<file path="config.mk">
export PLATFORM = sky130hd
export DESIGN_NAME = fc_layer_ctrl
export DESIGN_NICKNAME = d
export VERILOG_FILES = /design/src/rtl/fc_layer_ctrl.sv
export SDC_FILE = /design/constraint.sdc
export NUM_CORES = 1
export LEC_CHECK = 0
export ABC_AREA = 0
export CAP_MARGIN = 20
export CORE_MARGIN = 4
export CORE_UTILIZATION = 38
export CTS_CLUSTER_SIZE = 40
export DETAILED_ROUTE_END_ITERATION = 16
export GPL_TIMING_DRIVEN = 0
export PLACE_DENSITY = 0.69
export SYNTH_ARGS = -nofsm -noshare
export SYNTH_HDL_FRONTEND = slang
export SYNTH_SLANG_ARGS = --single-unit
export TNS_END_PERCENT = 30
</file>
<file path="constraint.sdc">
create_clock -name clk_i -period 2.02 [get_ports clk_i]
set_input_delay 0.404 -clock clk_i [delete_from_list [all_inputs] [get_ports clk_i]]
set_output_delay 0.404 -clock clk_i [all_outputs]
set_load 0.02 [all_outputs]
</file>
<file path="src/rtl/fc_layer_ctrl.sv">
// Sequencer for one fully-connected layer: streams activations to the neurons, then serialises their results.
// Latency: handshake at edge t -> mem_addr_o in t+1, sum_en_o in t+2; valid_o from t+4+LU_LATENCY after the last word.
// Backpressure: ready_o only in ACCEPT; output words hold on data_o until valid_o & ready_i.
//
// Optional feature macro: FC_LAYER_CTRL_RELU_EN (captured words clamped to max(word, 0)).
//
// Ports:
//   clk_i, reset_i            clock, synchronous active-high reset
//   valid_i/ready_o/data_i    input activation stream
//   mem_addr_o                ROM address broadcast (0..H-1 weights, H bias)
//   sum_en_o/add_bias_o       neuron accumulate / finalise strobes
//   neuron_data_o             activation broadcast, aligned with sum_en_o
//   neuron_sum_i              neuron results, neuron j at [j*WORD_SIZE +: WORD_SIZE]
//   valid_o/ready_i/data_o    output stream, neuron 0 first
module fc_layer_ctrl #(
  parameter int WORD_SIZE             = 16,
  parameter int INT_BITS              = 8,
  parameter int PREVIOUS_LAYER_HEIGHT = 4,
  parameter int LAYER_HEIGHT          = 2,
  parameter int LU_LATENCY            = 1
) (
  input  logic                                         clk_i,
  input  logic                                         reset_i,
  input  logic                                         valid_i,
  output logic                                         ready_o,
  input  logic [WORD_SIZE-1:0]                         data_i,
  output logic [$clog2(PREVIOUS_LAYER_HEIGHT+1)-1:0]   mem_addr_o,
  output logic                                         sum_en_o,
  output logic                                         add_bias_o,
  output logic [WORD_SIZE-1:0]                         neuron_data_o,
  input  logic [LAYER_HEIGHT*WORD_SIZE-1:0]            neuron_sum_i,
  output logic                                         valid_o,
  input  logic                                         ready_i,
  output logic [WORD_SIZE-1:0]                         data_o
);

  localparam int ADDR_W = $clog2(PREVIOUS_LAYER_HEIGHT + 1);
  localparam int IDX_W  = (LAYER_HEIGHT > 1) ? $clog2(LAYER_HEIGHT) : 1;
  localparam int WAIT_W = (LU_LATENCY > 0) ? $clog2(LU_LATENCY + 1) : 1;

  localparam logic [ADDR_W-1:0] LAST_K    = ADDR_W'(PREVIOUS_LAYER_HEIGHT - 1);
  localparam logic [ADDR_W-1:0] BIAS_ADDR = ADDR_W'(PREVIOUS_LAYER_HEIGHT);
  localparam logic [ADDR_W-1:0] K_ONE     = ADDR_W'(1);
  localparam logic [IDX_W-1:0]  LAST_IDX  = IDX_W'(LAYER_HEIGHT - 1);
  localparam logic [IDX_W-1:0]  IDX_ONE   = IDX_W'(1);
  localparam logic [WAIT_W-1:0] LAST_WAIT = WAIT_W'(LU_LATENCY);
  localparam logic [WAIT_W-1:0] WAIT_ONE  = WAIT_W'(1);

  // Sign bit sits at the top of the integer field of the fixed-point word.
  localparam int FRAC_BITS = WORD_SIZE - INT_BITS;
  localparam int SIGN_BIT  = INT_BITS + FRAC_BITS - 1;

`ifdef FC_LAYER_CTRL_RELU_EN
  localparam bit RELU_EN = 1'b1;
`else
  localparam bit RELU_EN = 1'b0;
`endif

  localparam logic [2:0] ST_ACCEPT    = 3'd0;
  localparam logic [2:0] ST_BIAS_ADDR = 3'd1;
  localparam logic [2:0] ST_BIAS_ADD  = 3'd2;
  localparam logic [2:0] ST_WAIT      = 3'd3;
  localparam logic [2:0] ST_DRAIN     = 3'd4;

  logic [2:0]           state;
  logic [ADDR_W-1:0]    k_cnt;
  logic [IDX_W-1:0]     idx;
  logic [IDX_W-1:0]     idx_nxt;
  logic [WAIT_W-1:0]    wait_cnt;
  logic [WORD_SIZE-1:0] act_q;
  logic                 act_vld_q;
  logic                 in_hs;
  logic [WORD_SIZE-1:0] out_buf  [LAYER_HEIGHT];
  logic [WORD_SIZE-1:0] cap_word [LAYER_HEIGHT];

  // Gated with reset_i so the stream sees ready low for the whole reset pulse.
  assign ready_o = (state == ST_ACCEPT) && !reset_i;
  assign in_hs   = valid_i && ready_o;
  assign idx_nxt = idx + IDX_ONE;

  // Word actually stored for each neuron: raw, or clamped at zero when ReLU is built in.
  always_comb begin
    for (int j = 0; j < LAYER_HEIGHT; j++) begin
      cap_word[j] = (RELU_EN && neuron_sum_i[j*WORD_SIZE + SIGN_BIT])
                    ? '0 : neuron_sum_i[j*WORD_SIZE +: WORD_SIZE];
    end
  end

  always_ff @(posedge clk_i) begin
    if (reset_i) begin
      state         <= ST_ACCEPT;
      k_cnt         <= '0;
      idx           <= '0;
      wait_cnt      <= '0;
      act_q         <= '0;
      act_vld_q     <= 1'b0;
      mem_addr_o    <= '0;
      sum_en_o      <= 1'b0;
      add_bias_o    <= 1'b0;
      neuron_data_o <= '0;
      valid_o       <= 1'b0;
      data_o        <= '0;
      for (int j = 0; j < LAYER_HEIGHT; j++) begin
        out_buf[j] <= '0;
      end
    end else begin
      // Two-stage operand pipeline: the neurons' ROM is read with the address
      // one cycle before the matching activation and sum_en arrive.
      act_vld_q     <= in_hs;
      sum_en_o      <= act_vld_q;
      neuron_data_o <= act_q;
      add_bias_o    <= 1'b0;
      if (in_hs) begin
        act_q <= data_i;
      end

      case (state)
        ST_ACCEPT: begin
          if (in_hs) begin
            mem_addr_o <= k_cnt;
            if (k_cnt == LAST_K) begin
              k_cnt <= '0;
              state <= ST_BIAS_ADDR;
            end else begin
              k_cnt <= k_cnt + K_ONE;
            end
          end
        end

        // Last weight address is on the bus this cycle; queue the bias address,
        // which overlaps the final sum_en cycle.
        ST_BIAS_ADDR: begin
          mem_addr_o <= BIAS_ADDR;
          state      <= ST_BIAS_ADD;
        end

        ST_BIAS_ADD: begin
          add_bias_o <= 1'b1;
          wait_cnt   <= '0;
          state      <= ST_WAIT;
        end

        // First WAIT cycle is the add_bias cycle itself; the following
        // LU_LATENCY cycles let the neuron results settle before capture.
        ST_WAIT: begin
          if (wait_cnt == LAST_WAIT) begin
            for (int j = 0; j < LAYER_HEIGHT; j++) begin
              out_buf[j] <= cap_word[j];
            end
            data_o  <= cap_word[0];
            valid_o <= 1'b1;
            idx     <= '0;
            state   <= ST_DRAIN;
          end else begin
            wait_cnt <= wait_cnt + WAIT_ONE;
          end
        end

        ST_DRAIN: begin
          if (ready_i) begin
            if (idx == LAST_IDX) begin
              valid_o    <= 1'b0;
              data_o     <= '0;
              idx        <= '0;
              mem_addr_o <= '0;
              state      <= ST_ACCEPT;
            end else begin
              idx    <= idx_nxt;
              data_o <= out_buf[idx_nxt];
            end
          end
        end

        default: begin
          state <= ST_ACCEPT;
        end
      endcase
    end
  end

endmodule
</file>
==> results of run 1 <==
==> worst max-delay path, delay by kind of cell <==
kind                   cells  cell delay, ns
AO/OA/AOI/OAI              1            0.19
buffers and inverters      5            1.33
==> synthesized netlist by cell type, types with 2 or more instances <==
master / n / area (sq um)
sky130_fd_sc_hd__dfxtp_1: 63 / 1260
sky130_fd_sc_hd__nor2_1: 20 / 75.1
sky130_fd_sc_hd__nor2b_1: 20 / 125
sky130_fd_sc_hd__nor3_1: 18 / 90.1
sky130_fd_sc_hd__a211oi_1: 17 / 128
sky130_fd_sc_hd__mux2_1: 17 / 191
sky130_fd_sc_hd__and2_1: 16 / 100
sky130_fd_sc_hd__edfxtp_1: 16 / 480
sky130_fd_sc_hd__nor3b_2: 11 / 138
sky130_fd_sc_hd__nand2_1: 9 / 33.8
sky130_fd_sc_hd__a21oi_1: 6 / 30.0
sky130_fd_sc_hd__buf_2: 6 / 30.0
sky130_fd_sc_hd__nor3b_1: 6 / 45.0
sky130_fd_sc_hd__clkbuf_1: 5 / 18.8
sky130_fd_sc_hd__buf_1: 3 / 11.3
sky130_fd_sc_hd__buf_6: 3 / 33.8
sky130_fd_sc_hd__inv_1: 3 / 11.3
sky130_fd_sc_hd__inv_2: 3 / 11.3
sky130_fd_sc_hd__buf_4: 2 / 15.0
sky130_fd_sc_hd__mux2i_1: 2 / 20.0
==> path summary, 6_finish.rpt <==
| path | to | slack (ns) | cells after the start |
|---|---|---|---|
| worst max-delay path | out_buf[1][2] | 0.14 | 6 |
| worst min-delay path | sum_en_o | 0.44 | 1 |
| worst max register to register | out_buf[1][2] | 0.15 | 4 |
| worst min register to register | sum_en_o | 0.44 | 1 |
==> power by group <==
group | internal [uW] | switching (uW)
clock network | 719 | 551
logic | 165 | 106
registers | 1660 | 15.5
==> registers in the layout, indices dropped and copies added (netlist names) <==
| name | count |
|---|---|
| mem_addr_o | 3 |
| k_cnt | 3 |
| state | 3 |
| act_q | 16 |
| add_bias_o | 1 |
| sum_en_o | 1 |
| wait_cnt | 1 |
| neuron_data_o | 16 |
| out_buf | 16 |
| valid_o | 1 |
| act_vld_q | 1 |
| idx | 1 |
| data_o | 16 |
==> cell type report <==
type,instances,share of cell area
flip-flops and latches,79,0.402
inverters,6,0.00520
repair buffers,91,0.209
multi-input cells,164,0.276
plain buffers,19,0.0254
clock inverters,4,0.0113
well taps,102,0.0295
clock buffers,12,0.0410
==> metal layers <==
layer / track usage / vias up / share of wire
li1: - / 1142 / -
met1: 0.187 / 1011 / 0.45
met2: 0.230 / 50 / 0.49
met3: 0.0309 / 13 / 0.043
met4: 0.0671 / 0 / 0.021
met5: 0 / - / 0
==> cells by family after synthesis <==
kind of cell / after synthesis / synth area share
xor gates and xnor gates: 1 / 0.00287
DFF: 79 / 0.571
AOI/OAI and AO/OA: 34 / 0.0865
buffers and inverters: 25 / 0.0430
muxes: 19 / 0.0693
adders and majority gates: 1 / 0.00410
and+or+nand+nor: 109 / 0.223
==> stage by stage <==
step | util | power, uW | hold slack, ns | std cells | area (sq um)
6_report | 0.558 | 3220 | 0.440 | 477 | 4330
5_1_grt | 0.558 | 3350 | 0.456 | 477 | 4330
4_1_cts | 0.557 | 3270 | 0.446 | 477 | 4320
3_5_place_dp | 0.527 | 1990 | 0.428 | 461 | 4090
3_3_place_gp | 0.525 | 1980 | 0.419 | 460 | 4080
2_1_floorplan | - | 1820 | 0.414 | 268 | 3050
==> what timing repair did <==
item,CTS,global route
resized for setup,6,3
hold buffers,0,0
setup endpoints to repair,17,7
==> run summary, run 1 <==
Of the cells placed in the final design, the portion with a size suffix greater than 1 is 0.131. The number of pins with negative max-slew slack in the final report was 0. The cell count after synthesis came out at 268. Routability-driven placement finished with a final weighted congestion of 0.808. The reg-to-reg startpoint is state[0]. Setup violations remaining at the end of the flow were counted as 0.

STA classifies the critical path startpoint as an input pin. In the synthesized netlist the dominant register cell turns out to be sky130_fd_sc_hd__dfxtp_1. Setup repair after global routing left no endpoint under its margin.

The area growth from synthesis to layout is 42.0%. The clock input transition at the sequential cells of the worst setup and hold paths came out at 0.07 ns. In this run the standard cell core region covers 7770 sq um.

The multi-input combinational cells in the finished layout cover a total of 1200 sq um. After the first detailed-routing iteration, the DRC count stood at 97. The kind of critical path is in -> reg. The H-tree generated during clock tree synthesis spans 3 levels.

The source of the worst hold timing path is act_vld_q. The floorplan step set the die height to 97.6 um. The async set-or-reset flop fraction in the synthesized netlist came out at 0. The final clock skew came out at 0.00594 ns. The run finished with clean final reports.

The residual overflow from global routing is 0. The initial antenna violation count came out at 0. Summed over all nets, the half-perimeter wirelength after detailed placement is 5110 um. The wire length of the first global-routing pass came out at 11000 um.

The maximum number of pins on one net before global-route repair is 14. The routed design has 6780 um of wire. The count of nets left with antenna violations after detail routing is 0. The final critical path time including I/O delays and setup came out at 1.88 ns. In the final routed layout, each cell accounts on average for 14.2 um.

The largest stage delay on the critical path is 0.47 ns. The via density per instance came out at 4.65. The cell that appears most often on the critical path is sky130_fd_sc_hd__buf_2.

In this run the cell area of the synthesized design comes to 3050 sq um. Tracing the worst setup path back leads to its startpoint at reset_i. Along the worst path, the maximum fanout reaches 10. The average size of a mapped cell came out at 11.4 sq um.

The count of buffers from port buffering came out at 90. The final hold violation count was 0. At the worst endpoint, the required time is 2.08 ns. The leakage power is 0.00157 uW. The class of the worst hold path is reg -> reg. The detailed-routing iteration count for the pre-antenna-repair pass came out at 4.

The die width came out at 97.6 um. The TritonCTS clock tree is yes. The clock buffer count from CTS came out at 9.

The vias after detailed routing is 2216. The via count of the first global-routing pass is 2215. The tree is rooted in a sky130_fd_sc_hd__clkbuf_8. Counting every net in the synthesized netlist gives 321. The tightest slew margin relative to the limit is 0.643. The maximum vdd drop is 295 uV. The number of remaining DRC errors is 0. For the pin with the worst max-slew slack, the measured transition is 0.535 ns.

Setup total negative slack on the finished layout was measured at 0 ns. The worst setup slack after layout came out at 0.141 ns. The flip-flop and latch count after synthesis came out at 79. The arrival time of data at the critical path endpoint came out at 1.94 ns. The number of enable flip-flop cells after synthesis came out at 16.

The starting density of the core came out at 0.393. The floorplan has 32 rows. Dividing the final minimum period by the clock period gives 0.930. The placement-stage worst setup slack came out at -0.633 ns.

The total inserted antenna cells is 0. Dividing total power by cell area gives a power density of 743 nW/um^2. The library cell used most frequently in the layout, excluding fill and tap cells, is sky130_fd_sc_hd__clkdlybuf4s50_1. The maximum buffer depth of the clock tree came out at 2. The critical path's slowest cell is sky130_fd_sc_hd__clkdlybuf4s50_1. The global routing usage summed across all routing layers is 0.145.

Buffers added to address setup during post-CTS repair amount to 0. The I/O pin total is 91. The peak clock frequency supported by timing is 532 MHz. The signal on the critical path passes through clkdlybuf4s50_1 -> buf_2 -> buf_2 -> inv_2 -> o21ai_2 -> buf_6.

The yosys synthesis warning count is 0. The number of sinks handled by clock tree synthesis came out at 79. The full die area came out at 9530 sq um. The count of maximum capacitance violations came out at 0. The top cell types in the final layout, fill and taps aside, are 89 x sky130_fd_sc_hd__clkdlybuf4s50_1, 63 x sky130_fd_sc_hd__dfxtp_1, 20 x sky130_fd_sc_hd__nor2b_1, 20 x sky130_fd_sc_hd__nor2_1, 18 x sky130_fd_sc_hd__nor3_1. The sequential fraction of the synthesis area came out at 0.571. The latest clock arrival within the worst-skew pair came out at 0.35 ns. The sequential cell area came out at 1740 sq um. The distinct cell type count of the synthesized netlist came out at 42. The total number of nets in the final design is 423. The number of fill cells is 701. The worst setup path is captured at a flip-flop.
Power figures use the tool's default switching activity.
==> run 2, diff against run 1 <==
--- a/config.mk
+++ b/config.mk
@@ -12,7 +12,7 @@
 export CTS_CLUSTER_SIZE = 40
 export DETAILED_ROUTE_END_ITERATION = 16
 export GPL_TIMING_DRIVEN = 0
-export PLACE_DENSITY = 0.69
+export PLACE_DENSITY = 0.67
 export SYNTH_ARGS = -nofsm -noshare
 export SYNTH_HDL_FRONTEND = slang
 export SYNTH_SLANG_ARGS = --single-unit
==> constraint.sdc (replaced) <==
create_clock -name clk_i -period 2.06 [get_ports clk_i]
set_input_delay 0.412 -clock clk_i [delete_from_list [all_inputs] [get_ports clk_i]]
set_output_delay 0.412 -clock clk_i [all_outputs]
set_load 0.05 [all_outputs]
==> run 2 against run 1 <==
  * Critical endpoint is now ready_o
  * Clock power shrank 16%
  * Highest routed layer unchanged
  * Non-clock buffer count is the same
  * Global-route usage shrank 0.099 points
  * First-iteration DRC count shrank 6.2%
  * Clock skew grew 0.0059 ns
  * Die area is the same
==> run summary, run 2 (synthesis results as in run 1) <==
The wire length of the first global-routing pass came out at 10900 um. The final hold violation count came out at 0. Of the total power, the clock network draws 0.354. The pre-antenna-repair detailed-routing pass consisted of 4 iterations. Routability-driven placement finished with a final weighted congestion of 0.782. The number of fill cells is 699.

Summed over all nets, the half-perimeter wirelength after detailed placement is 4970 um. The share of total power dissipated in sequential elements is 0.544. Global routing finished with a remaining overflow of 0. The number of pins with negative max-slew slack in the final report is 0.

The clock buffer count from CTS came out at 9. For the pin with the worst max-slew slack, the measured transition is 0.531 ns. The critical path is of the in -> out type. In this run the clock root is driven by a sky130_fd_sc_hd__clkbuf_8. The area growth from synthesis to layout came out at 40.4%. The final standard cell utilization of the core came out at 0.552. The switching power came out at 720 uW. The signal on the critical path passes through clkdlybuf4s50_1 -> buf_2 -> nor4_4 -> buf_2.

By instance count, the cell type seen most on the critical path is sky130_fd_sc_hd__buf_2. The final critical path time including I/O delays and setup came out at 1.96 ns. The top fanout value on the critical path came out at 10. The routed layout has 2179 vias. Among cell families on the critical path, the largest total delay comes from buffers and inverters. The latest clock arrival within the worst-skew pair came out at 0.35 ns. The number of H-tree branching levels is 3.

The library cell used most frequently in the layout, excluding fill and tap cells, is sky130_fd_sc_hd__clkdlybuf4s50_1. In the layout the commonest cells are 89 x sky130_fd_sc_hd__clkdlybuf4s50_1, 63 x sky130_fd_sc_hd__dfxtp_1, 20 x sky130_fd_sc_hd__nor2b_1, 20 x sky130_fd_sc_hd__nor2_1, 18 x sky130_fd_sc_hd__nor3_1. For this run, global-route usage on met3 was measured as 0.0359. TritonCTS built the clock tree. The most used routing layer is met2.

The via density per instance came out at 4.57. The fraction of power consumed by combinational cells is 0.101. The wire length per cell after detailed routing is 13.9 um. The launching element type of the critical path is an input pin. The buffering stage count on the worst path with inverters included came out at 3. The required time of the critical path is 1.65 ns. The cell-internal power came out at 2300 uW. The die is 97.6 um wide. Setup violations remaining at the end of the flow were counted as 0. The post-CTS repair timing setup buffer count is 0. Of the total power, the share spent switching nets is 0.238.

Of the available clock period, the critical path in the final layout requires 0.949. For met1 alone, demand over resource in global routing was 0.190. The tightest slew margin relative to the limit is 0.646. After clock tree synthesis, the clock-pin slew on the worst setup and hold paths is 0.08 ns. The starting density of the core is 0.393.

The maximum number of pins on one net before global-route repair is 14. STA classifies the critical path endpoint as a primary output. Static timing analysis puts the maximum clock frequency at 511 MHz.

The area of the core is 7770 sq um. The count of maximum capacitance violations is 0. The power density normalized to cell area came out at 706 nW/um^2.

The final cell count without fillers is 477. The via count of the first global-routing pass is 2186. Setup repair after global routing left no endpoint under its margin. The maximum buffer depth of the clock tree came out at 2.

In this run the vertical extent of the chip is 97.6 um. The number of placement rows is 32. Among all stages on the critical path, the largest delay is contributed by sky130_fd_sc_hd__clkdlybuf4s50_1.

The count of buffers added on input and output ports is 90. The global routing usage on met2 is 0.219. The I/O pin total came out at 91. The number of placed instances, taps included is 461. In this run the worst hold path is classified as reg -> reg. The total power consumption of the routed design came out at 3020 uW. The total number of nets in the final design came out at 423.

In this run the static leakage power is 0.00155 uW. The global routing usage summed across all routing layers is 0.144. The arrival time of data at the critical path endpoint came out at 1.54 ns. The repair_antennas step left the layout with diodes totalling 0. The maximum vdd drop is 312 uV. The final worst hold slack came out at 0.441 ns. The final clock skew is 0.0119 ns. The share of post-route cells with drive strength above 1 came out at 0.128. The final setup TNS is 0 ns.

The number of sinks handled by clock tree synthesis came out at 79. The count of nets left with antenna violations after detail routing came out at 0. The sum of routed wire length over all layers came out at 6620 um. The run finished with clean final reports.

The full die area is 9530 sq um. The number of remaining DRC errors is 0. The first routing iteration left 91 violations. On the worst path, the slowest cell contributes a delay of 0.42 ns. The initial antenna violation count is 0.
## run 2: cell types whose count changed in the layout (fill, tap and decap cells not counted)
cell / previous run / this run
sky130_fd_sc_hd__inv_4: 0 / 1
sky130_fd_sc_hd__clkinv_2: 2 / 1
sky130_fd_sc_hd__bufinv_16: 1 / 0
sky130_fd_sc_hd__clkbuf_1: 6 / 7
sky130_fd_sc_hd__nor3_4: 1 / 0
sky130_fd_sc_hd__nor3_2: 0 / 1
sky130_fd_sc_hd__clkinvlp_4: 0 / 1
sky130_fd_sc_hd__clkbuf_16: 2 / 1
## run 2: path summary, 6_finish.rpt
check / from / slack (ns) / to / depth (start not counted)
max reg2reg: idx / 0.27 / data_o[9] / 5
max: reset_i / 0.10 / ready_o / 4
min reg2reg: act_vld_q / 0.44 / sum_en_o / 1
min: act_vld_q / 0.44 / sum_en_o / 1
## run 2: power by group through the flow
stage,clock (uW),sequential [uW],combinational (uW)
5_1_grt,1190,1650,327
6_report,1070,1650,307
4_1_cts,1110,1650,311
3_3_place_gp,0,1680,305
2_1_floorplan,0,1740,92.2
3_5_place_dp,0,1680,311
## run 2: layout make-up
class	instances	area (sq um)	area share
multi-input cells	164	1190	0.278
clock inverters	4	27.5	0.00643
well taps	102	128	0.0298
repair buffers	91	907	0.212
flip-flops and latches	79	1740	0.407
clock buffers	12	156	0.0365
plain buffers	19	110	0.0257
inverters	6	22.5	0.00526
## run 2: through the flow
stage	worst slack (ns)	area [sq um]
global placement	-0.767	4090
detailed placement	-0.506	4100
floorplan	0.0703	3060
CTS	0.0504	4280
global route	0.00221	4280
finish	0.104	4280
## run 2: layer usage
layer | share of wire | vias to the layer above
met5 | 0 | -
met4 | 0.017 | 0
met3 | 0.055 | 11
met2 | 0.47 | 51
met1 | 0.46 | 975
li1 | - | 1142
## run 2: timing repair
action	in CTS	in global routing
hold buffers	0	0
endpoints found under the setup margin	13	12
gates resized for setup	6	1
==> run 3, diff against run 2 <==
--- a/config.mk
+++ b/config.mk
@@ -13,6 +13,7 @@
 export DETAILED_ROUTE_END_ITERATION = 16
 export GPL_TIMING_DRIVEN = 0
 export PLACE_DENSITY = 0.67
+export SLEW_MARGIN = 0
 export SYNTH_ARGS = -nofsm -noshare
 export SYNTH_HDL_FRONTEND = slang
 export SYNTH_SLANG_ARGS = --single-unit
==> results of run 3 <==
Same layout as run 2: the final DEF is identical, and so are final timing and power.
